[src/rtl/nes_input_pkg.sv]
// Shared constants for the PS/2-to-NES gamepad path: button bit positions,
// scan codes, receiver state encoding and the scan-code-to-button lookup.
package nes_input_pkg;

    // Bit positions in the NES controller vector (1 = pressed)
    localparam logic [2:0] BTN_A      = 3'd0;
    localparam logic [2:0] BTN_B      = 3'd1;
    localparam logic [2:0] BTN_SELECT = 3'd2;
    localparam logic [2:0] BTN_START  = 3'd3;
    localparam logic [2:0] BTN_UP     = 3'd4;
    localparam logic [2:0] BTN_DOWN   = 3'd5;
    localparam logic [2:0] BTN_LEFT   = 3'd6;
    localparam logic [2:0] BTN_RIGHT  = 3'd7;

    // Prefix bytes
    localparam logic [7:0] SC_EXT = 8'hE0;
    localparam logic [7:0] SC_BRK = 8'hF0;

    // Key codes (arrow keys are only meaningful after SC_EXT)
    localparam logic [7:0] SC_KEY_A      = 8'h22;
    localparam logic [7:0] SC_KEY_B      = 8'h1A;
    localparam logic [7:0] SC_KEY_SELECT = 8'h59;
    localparam logic [7:0] SC_KEY_START  = 8'h5A;
    localparam logic [7:0] SC_KEY_UP     = 8'h75;
    localparam logic [7:0] SC_KEY_DOWN   = 8'h72;
    localparam logic [7:0] SC_KEY_LEFT   = 8'h6B;
    localparam logic [7:0] SC_KEY_RIGHT  = 8'h74;

    typedef enum logic [1:0] {
        RX_IDLE   = 2'd0,
        RX_DATA   = 2'd1,
        RX_PARITY = 2'd2,
        RX_STOP   = 2'd3
    } rx_state_t;

    typedef struct packed {
        logic       hit;
        logic [2:0] idx;
    } key_map_t;

    // Map (extended flag, code) to a button; non-extended arrow codes are
    // keypad keys and deliberately stay unmapped.
    function automatic key_map_t map_key(input logic ext, input logic [7:0] code);
        key_map_t m;
        m.hit = 1'b1;
        m.idx = BTN_A;
        case ({ext, code})
            {1'b0, SC_KEY_A}:      m.idx = BTN_A;
            {1'b0, SC_KEY_B}:      m.idx = BTN_B;
            {1'b0, SC_KEY_SELECT}: m.idx = BTN_SELECT;
            {1'b0, SC_KEY_START}:  m.idx = BTN_START;
            {1'b1, SC_KEY_UP}:     m.idx = BTN_UP;
            {1'b1, SC_KEY_DOWN}:   m.idx = BTN_DOWN;
            {1'b1, SC_KEY_LEFT}:   m.idx = BTN_LEFT;
            {1'b1, SC_KEY_RIGHT}:  m.idx = BTN_RIGHT;
            default:               m.hit = 1'b0;
        endcase
        return m;
    endfunction

endpackage

[src/rtl/ps2_frame_receiver.sv]
// PS/2 frame receiver: synchroniser, falling-edge detect, start/data/parity/
// stop FSM and inter-edge timeout. Emits one-cycle byte_valid/error pulses.
module ps2_frame_receiver
    import nes_input_pkg::*;
#(
    parameter int CLK_FREQ_HZ = 100000000,
    parameter int TIMEOUT_US  = 200,
    parameter int SYNC_STAGES = 2
) (
    input  logic       clk_i,
    input  logic       arstn_i,
    input  logic       ps2_clk_i,
    input  logic       ps2_data_i,
    output logic [7:0] byte_o,
    output logic       byte_valid_o,
    output logic       error_o
);

    localparam int TIMEOUT_CYCLES = CLK_FREQ_HZ / 1000000 * TIMEOUT_US;
    localparam int TW             = $clog2(TIMEOUT_CYCLES + 1);

    logic [SYNC_STAGES-1:0] clk_sync_reg;
    logic [SYNC_STAGES-1:0] data_sync_reg;
    logic                   clk_prev_reg;
    rx_state_t              state_reg, state_next;
    logic [7:0]             shift_reg;
    logic [2:0]             bit_cnt_reg;
    logic                   parity_ok_reg;
    logic [TW-1:0]          timeout_cnt_reg;
    logic [7:0]             code_reg;
    logic                   byte_valid_reg;
    logic                   error_reg;

    logic ps2_clk_s, ps2_data_s, fall, expire;
    logic start_bit, shift_en, parity_en, stop_en, frame_ok;

    // Synchronisers idle at 1 so reset release never looks like a falling edge
    always_ff @(posedge clk_i or negedge arstn_i) begin
        if (!arstn_i) begin
            clk_sync_reg  <= '1;
            data_sync_reg <= '1;
            clk_prev_reg  <= 1'b1;
        end else begin
            clk_sync_reg  <= {clk_sync_reg[SYNC_STAGES-2:0], ps2_clk_i};
            data_sync_reg <= {data_sync_reg[SYNC_STAGES-2:0], ps2_data_i};
            clk_prev_reg  <= ps2_clk_s;
        end
    end

    assign ps2_clk_s  = clk_sync_reg[SYNC_STAGES-1];
    assign ps2_data_s = data_sync_reg[SYNC_STAGES-1];
    assign fall       = clk_prev_reg & ~ps2_clk_s;
    // Expiry takes priority over a coincident fall; that fall is seen from IDLE
    assign expire     = (state_reg != RX_IDLE) && (timeout_cnt_reg == '0);

    // FSM state register
    always_ff @(posedge clk_i or negedge arstn_i) begin
        if (!arstn_i) state_reg <= RX_IDLE;
        else          state_reg <= state_next;
    end

    // FSM next-state logic: one step per PS/2 clock fall
    always_comb begin
        state_next = state_reg;
        if (expire) begin
            state_next = (fall && !ps2_data_s) ? RX_DATA : RX_IDLE;
        end else if (fall) begin
            case (state_reg)
                RX_IDLE:   if (!ps2_data_s) state_next = RX_DATA;
                RX_DATA:   if (bit_cnt_reg == 3'd7) state_next = RX_PARITY;
                RX_PARITY: state_next = RX_STOP;
                RX_STOP:   state_next = RX_IDLE;
                default:   state_next = RX_IDLE;
            endcase
        end
    end

    // FSM output decode: per-bit datapath strobes
    always_comb begin
        start_bit = fall && !ps2_data_s && ((state_reg == RX_IDLE) || expire);
        shift_en  = fall && !expire && (state_reg == RX_DATA);
        parity_en = fall && !expire && (state_reg == RX_PARITY);
        stop_en   = fall && !expire && (state_reg == RX_STOP);
        frame_ok  = ps2_data_s && parity_ok_reg;
    end

    // Datapath: shifter, bit counter, parity check, timeout and result pulses
    always_ff @(posedge clk_i or negedge arstn_i) begin
        if (!arstn_i) begin
            shift_reg       <= '0;
            bit_cnt_reg     <= '0;
            parity_ok_reg   <= 1'b0;
            timeout_cnt_reg <= '0;
            code_reg        <= '0;
            byte_valid_reg  <= 1'b0;
            error_reg       <= 1'b0;
        end else begin
            if (fall)
                timeout_cnt_reg <= TW'(TIMEOUT_CYCLES);
            else if (state_reg != RX_IDLE && timeout_cnt_reg != '0)
                timeout_cnt_reg <= timeout_cnt_reg - TW'(1);
            if (start_bit)
                bit_cnt_reg <= '0;
            if (shift_en) begin
                shift_reg   <= {ps2_data_s, shift_reg[7:1]};
                bit_cnt_reg <= bit_cnt_reg + 3'd1;
            end
            if (parity_en)
                parity_ok_reg <= ^{shift_reg, ps2_data_s};
            byte_valid_reg <= stop_en && frame_ok;
            error_reg      <= expire || (stop_en && !frame_ok);
            if (stop_en && frame_ok)
                code_reg <= shift_reg;
        end
    end

    assign byte_o       = code_reg;
    assign byte_valid_o = byte_valid_reg;
    assign error_o      = error_reg;

endmodule

[src/rtl/ps2_gamepad_decoder.sv]
// PS/2 keyboard to NES controller vector. Tracks E0/F0 prefixes, maps keys
// to buttons and holds their state. Optional SOCD filter: PS2_SOCD_FILTER_EN.
module ps2_gamepad_decoder
    import nes_input_pkg::*;
#(
    parameter int CLK_FREQ_HZ = 100000000,
    parameter int TIMEOUT_US  = 200,
    parameter int SYNC_STAGES = 2
) (
    input  logic       clk_i,
    input  logic       arstn_i,
    input  logic       ps2_clk_i,
    input  logic       ps2_data_i,
    output logic [7:0] buttons_o,
    output logic       scan_valid_o,
    output logic [7:0] scan_code_o,
    output logic       frame_error_o
);

    logic [7:0] rx_byte;
    logic       rx_valid;
    logic       rx_error;
    logic       ext_reg;
    logic       brk_reg;
    logic [7:0] held_reg;
    key_map_t   key;

    ps2_frame_receiver #(
        .CLK_FREQ_HZ (CLK_FREQ_HZ),
        .TIMEOUT_US  (TIMEOUT_US),
        .SYNC_STAGES (SYNC_STAGES)
    ) u_rx (
        .clk_i        (clk_i),
        .arstn_i      (arstn_i),
        .ps2_clk_i    (ps2_clk_i),
        .ps2_data_i   (ps2_data_i),
        .byte_o       (rx_byte),
        .byte_valid_o (rx_valid),
        .error_o      (rx_error)
    );

    assign key = map_key(ext_reg, rx_byte);

    // Prefix tracking and held-button state, acting on each received byte
    always_ff @(posedge clk_i or negedge arstn_i) begin
        if (!arstn_i) begin
            ext_reg  <= 1'b0;
            brk_reg  <= 1'b0;
            held_reg <= '0;
        end else if (rx_error) begin
            ext_reg <= 1'b0;
            brk_reg <= 1'b0;
        end else if (rx_valid) begin
            if (rx_byte == SC_EXT) begin
                ext_reg <= 1'b1;
            end else if (rx_byte == SC_BRK) begin
                brk_reg <= 1'b1;
            end else begin
                if (key.hit)
                    held_reg[key.idx] <= ~brk_reg;
                ext_reg <= 1'b0;
                brk_reg <= 1'b0;
            end
        end
    end

`ifdef PS2_SOCD_FILTER_EN
    // Opposing directions held together cancel; held_reg stays unfiltered
    always_comb begin
        buttons_o = held_reg;
        if (held_reg[BTN_UP] && held_reg[BTN_DOWN]) begin
            buttons_o[BTN_UP]   = 1'b0;
            buttons_o[BTN_DOWN] = 1'b0;
        end
        if (held_reg[BTN_LEFT] && held_reg[BTN_RIGHT]) begin
            buttons_o[BTN_LEFT]  = 1'b0;
            buttons_o[BTN_RIGHT] = 1'b0;
        end
    end
`else
    assign buttons_o = held_reg;
`endif

    assign scan_valid_o  = rx_valid;
    assign scan_code_o   = rx_byte;
    assign frame_error_o = rx_error;

endmodule

[config.mk]
export PLATFORM = sky130hd
export DESIGN_NAME = ps2_gamepad_decoder
export DESIGN_NICKNAME = d
export VERILOG_FILES = /design/src/rtl/nes_input_pkg.sv /design/src/rtl/ps2_frame_receiver.sv /design/src/rtl/ps2_gamepad_decoder.sv
export SDC_FILE = /design/constraint.sdc
export NUM_CORES = 1
export LEC_CHECK = 0
export CAP_MARGIN = 20
export CORE_MARGIN = 1.5
export CORE_UTILIZATION = 58
export DETAILED_ROUTE_END_ITERATION = 10
export PLACE_DENSITY = 0.79
export SKIP_LAST_GASP = 1
export SLEW_MARGIN = 10
export SYNTH_ARGS = -nofsm -noshare
export SYNTH_HDL_FRONTEND = slang
export SYNTH_SLANG_ARGS = --single-unit
[constraint.sdc]
create_clock -name clk_i -period 2.45 [get_ports clk_i]
set_clock_uncertainty 0.1 [all_clocks]
set_input_delay 0.3675 -clock clk_i [delete_from_list [all_inputs] [get_ports clk_i]]
set_output_delay 0.3675 -clock clk_i [all_outputs]
set_load 0.02 [all_outputs]
==> qor.txt <==
Final Hold Violating Endpoints = 28
Peak VDD IR = 0.6610 mV
antenna viol nets, final = 0
CP Capture Type = flip-flop
Ant. Diodes = 0
Worst path max stage delay = 0.42 ns
cell family with most CP delay = simple AND/OR/NAND/NOR gates
Clk Latency, worst-skew pair = 0.31 ns
area of the multi-input gates = 1306 µm²
Die Y = 71.92 µm
wire length per cell = 14.98 µm
routability cong. = 0.8249
RSZ-0062 raised after global routing = no
Crit Path Class = flip-flop to flip-flop
r2r endpoint = u_rx.parity_ok_reg$_DFFE_PN0P_
outcome = finished with violations
setup slack at placement = 0.2781 ns
largest net degree at the start of global routing = 32
Mean Syn Cell Area = 11.02 µm²
number of synthesis warnings = 0
CTS Sinks = 54
Root Driver = clkbuf_8
Cell Area, Synth = 2755 µm²
number of synthesized flops with an enable pin = 0
crit path DAT = 2.33 ns
relative slew slack = 55.12%
worst hold slack = -0.01784 ns
num rows = 24
cts hold-fix bufs = 0
worst setup margin = 0.2222 ns
number of global-route vias before repair = 1820
ys flop type = dfrtp_1
# fillers = 361
reg2reg setup slack = 0.22 ns
Storage cell area = 1358 µm²
Die X = 71.92 µm
ys async rst share = 100.0%
CTS resizes = 0
DIE AREA = 5172 µm²
global-route wire length before repair = 8.542 mm
library cells used by synthesis = 49
CTS tree = done
Buf/Inv on CP = 1
crit-path cells = inv_1 > ha_1 > nor2b_1 > nand4b_2 > or2_2 > nand3_1 > mux2_2
fin crit period = 2.228 ns
initial antenna violation count = 0
Max-Cap Viols = 0
drt via density = 5.909
Reg-to-Reg Start = u_rx.timeout_cnt_reg[0]$_DFFE_PN0P_
Critical Path RT = 2.56 ns
GRT Util Overall = 20.95%
CP max FO = 6
flops & latches, synth = 54
Post-Synthesis Cells = 250
leakage power = 0.001384 µW
Setup TNS = 0 ns
GRT Residual Overflow = 0
Slew Limit Fails = 0
Initial Utilization = 61.58%
vias = 1938
total setup buffers inserted after CTS = 0
Final #Nets = 287
hold crit path type = primary input to asynchronous set/reset pin
clock tree buffer depth = 2
Post-DP HPWL = 3.476 mm
Syn Nets = 262
Area Growth Syn to Fin = 13.81%
1st-pass router iterations = 4
f_max = 448.9 MHz
placed instance count = 320
PD cells = 943.8 nW/µm²
post-route insts no fill = 328
cts bufs inserted = 5
DRC = 0
Iteration-0 DRC Markers = 197
failing checks = hold timing
Crit-path slowest cell = dfrtp_1
sequential element share of the synthesized area = 49.27%
R2R cell count = 7
Final setup viols = 0
Port Buffers = 21
share of layout cells above drive strength 1 = 19.20%
worst-margin pin slew = 0.6639 ns
Core ar. = 4474 µm²
drt total wl = 4.913 mm
CP startpoint kind = flip-flop
period utilization = 90.93%
htree depth = 2
I/O pins = 22
clk slew on worst S/H paths = 0.10 ns
max reg flops = 15
stage by stage:
| stage | util [%] | power (µW) | instance area, µm² |
|---|---|---|---|
| 2_1_floorplan | - | 2140 | 2755 |
| 3_3_place_gp | 67.84 | 2409 | 3035 |
| 3_5_place_dp | 67.84 | 2448 | 3035 |
| 4_1_cts | 70.08 | 2985 | 3136 |
| 5_1_grt | 70.08 | 3165 | 3136 |
| 6_report | 70.08 | 2959 | 3136 |
per-layer routing:
metal / track usage (%) / wire, µm
met3: 4.306 / 129
met5: 0 / 0
met4: 6.709 / 57
met1: 30.94 / 2506
met2: 31.38 / 2220
cells in the mapped netlist (all sizes together), types with 4 or more instances:
| cell type | count | area share (%) |
|---|---|---|
| nand3 | 6 | 1.1 |
| xnor2 | 15 | 4.8 |
| dfrtp | 49 | 45 |
| nor3 | 10 | 2.4 |
| inv | 11 | 1.5 |
| o21ai | 6 | 1.1 |
| ha | 8 | 3.6 |
| dfstp | 5 | 4.8 |
| clkbuf | 8 | 1.1 |
| mux2 | 17 | 7.8 |
| o31ai | 8 | 2.2 |
| nor2 | 21 | 3.1 |
| a21oi | 9 | 1.6 |
| nor2b | 4 | 0.91 |
| nand2 | 17 | 2.3 |
| mux2i | 5 | 1.8 |
| a211oi | 7 | 1.9 |
area by class of cell:
cell class | count | share of cell area, %
multi-input combinational | 174 | 41.66
clock buffer | 6 | 2.634
tap | 52 | 2.075
timing repair buffer | 29 | 8.460
clock inverter | 2 | 0.5587
inverter | 11 | 1.317
sequential | 54 | 43.30
kinds of logic (layout without fill, tap and decap cells):
| family | Yosys count | in the layout | share of synthesized area, % |
|---|---|---|---|
| AND/OR/NAND/NOR | 85 | 85 | 17.89 |
| flip-flops | 54 | 54 | 49.27 |
| AO/OA/AOI/OAI | 42 | 42 | 10.90 |
| multiplexers | 22 | 22 | 9.582 |
| buffers and inverters | 22 | 48 | 3.315 |
| XOR/XNOR | 17 | 17 | 5.404 |
| adder cells (fa/ha/maj) | 8 | 8 | 3.633 |
power breakdown:
part | leakage, µW | internal, µW | total (µW) | switching [µW]
clock | 0.0000514 | 233 | 525 | 292
combinational | 0.000650 | 572 | 1070 | 502
sequential | 0.000683 | 1110 | 1360 | 255
placed cells by master, fill, tap and decap left out, drive strengths merged, types with 7 or more instances in the layout:
cell	count
nand2	17
nor2	21
xnor2	15
nor3	10
mux2	17
a211oi	7
dfrtp	49
inv	11
a21oi	9
ha	8
o31ai	8
buf	9
clkdlybuf4s50	20
worst max path at each step:
| stage | cells after the start | slack, ns | start | endpoint |
|---|---|---|---|---|
| 6_report | 7 | 0.22 | u_rx.timeout_cnt_reg[0]$_DFFE_PN0P_ | u_rx.parity_ok_reg$_DFFE_PN0P_ |
| 5_1_grt | 8 | 0.02 | u_rx.timeout_cnt_reg[0]$_DFFE_PN0P_ | u_rx.bit_cnt_reg[2]$_DFFE_PN0P_ |
| 4_1_cts | 7 | 0.25 | u_rx.timeout_cnt_reg[0]$_DFFE_PN0P_ | u_rx.parity_ok_reg$_DFFE_PN0P_ |
| 3_5_place_dp | 7 | 0.28 | u_rx.timeout_cnt_reg[0]$_DFFE_PN0P_ | u_rx.parity_ok_reg$_DFFE_PN0P_ |
| 3_3_place_gp | 5 | 0.33 | u_rx.timeout_cnt_reg[12]$_DFFE_PN0P_ | u_rx.parity_ok_reg$_DFFE_PN0P_ |
| 2_1_floorplan | 5 | 0.36 | u_rx.timeout_cnt_reg[12]$_DFFE_PN0P_ | u_rx.parity_ok_reg$_DFFE_PN0P_ |
No activity file was read; power rests on OpenSTA's default activity.
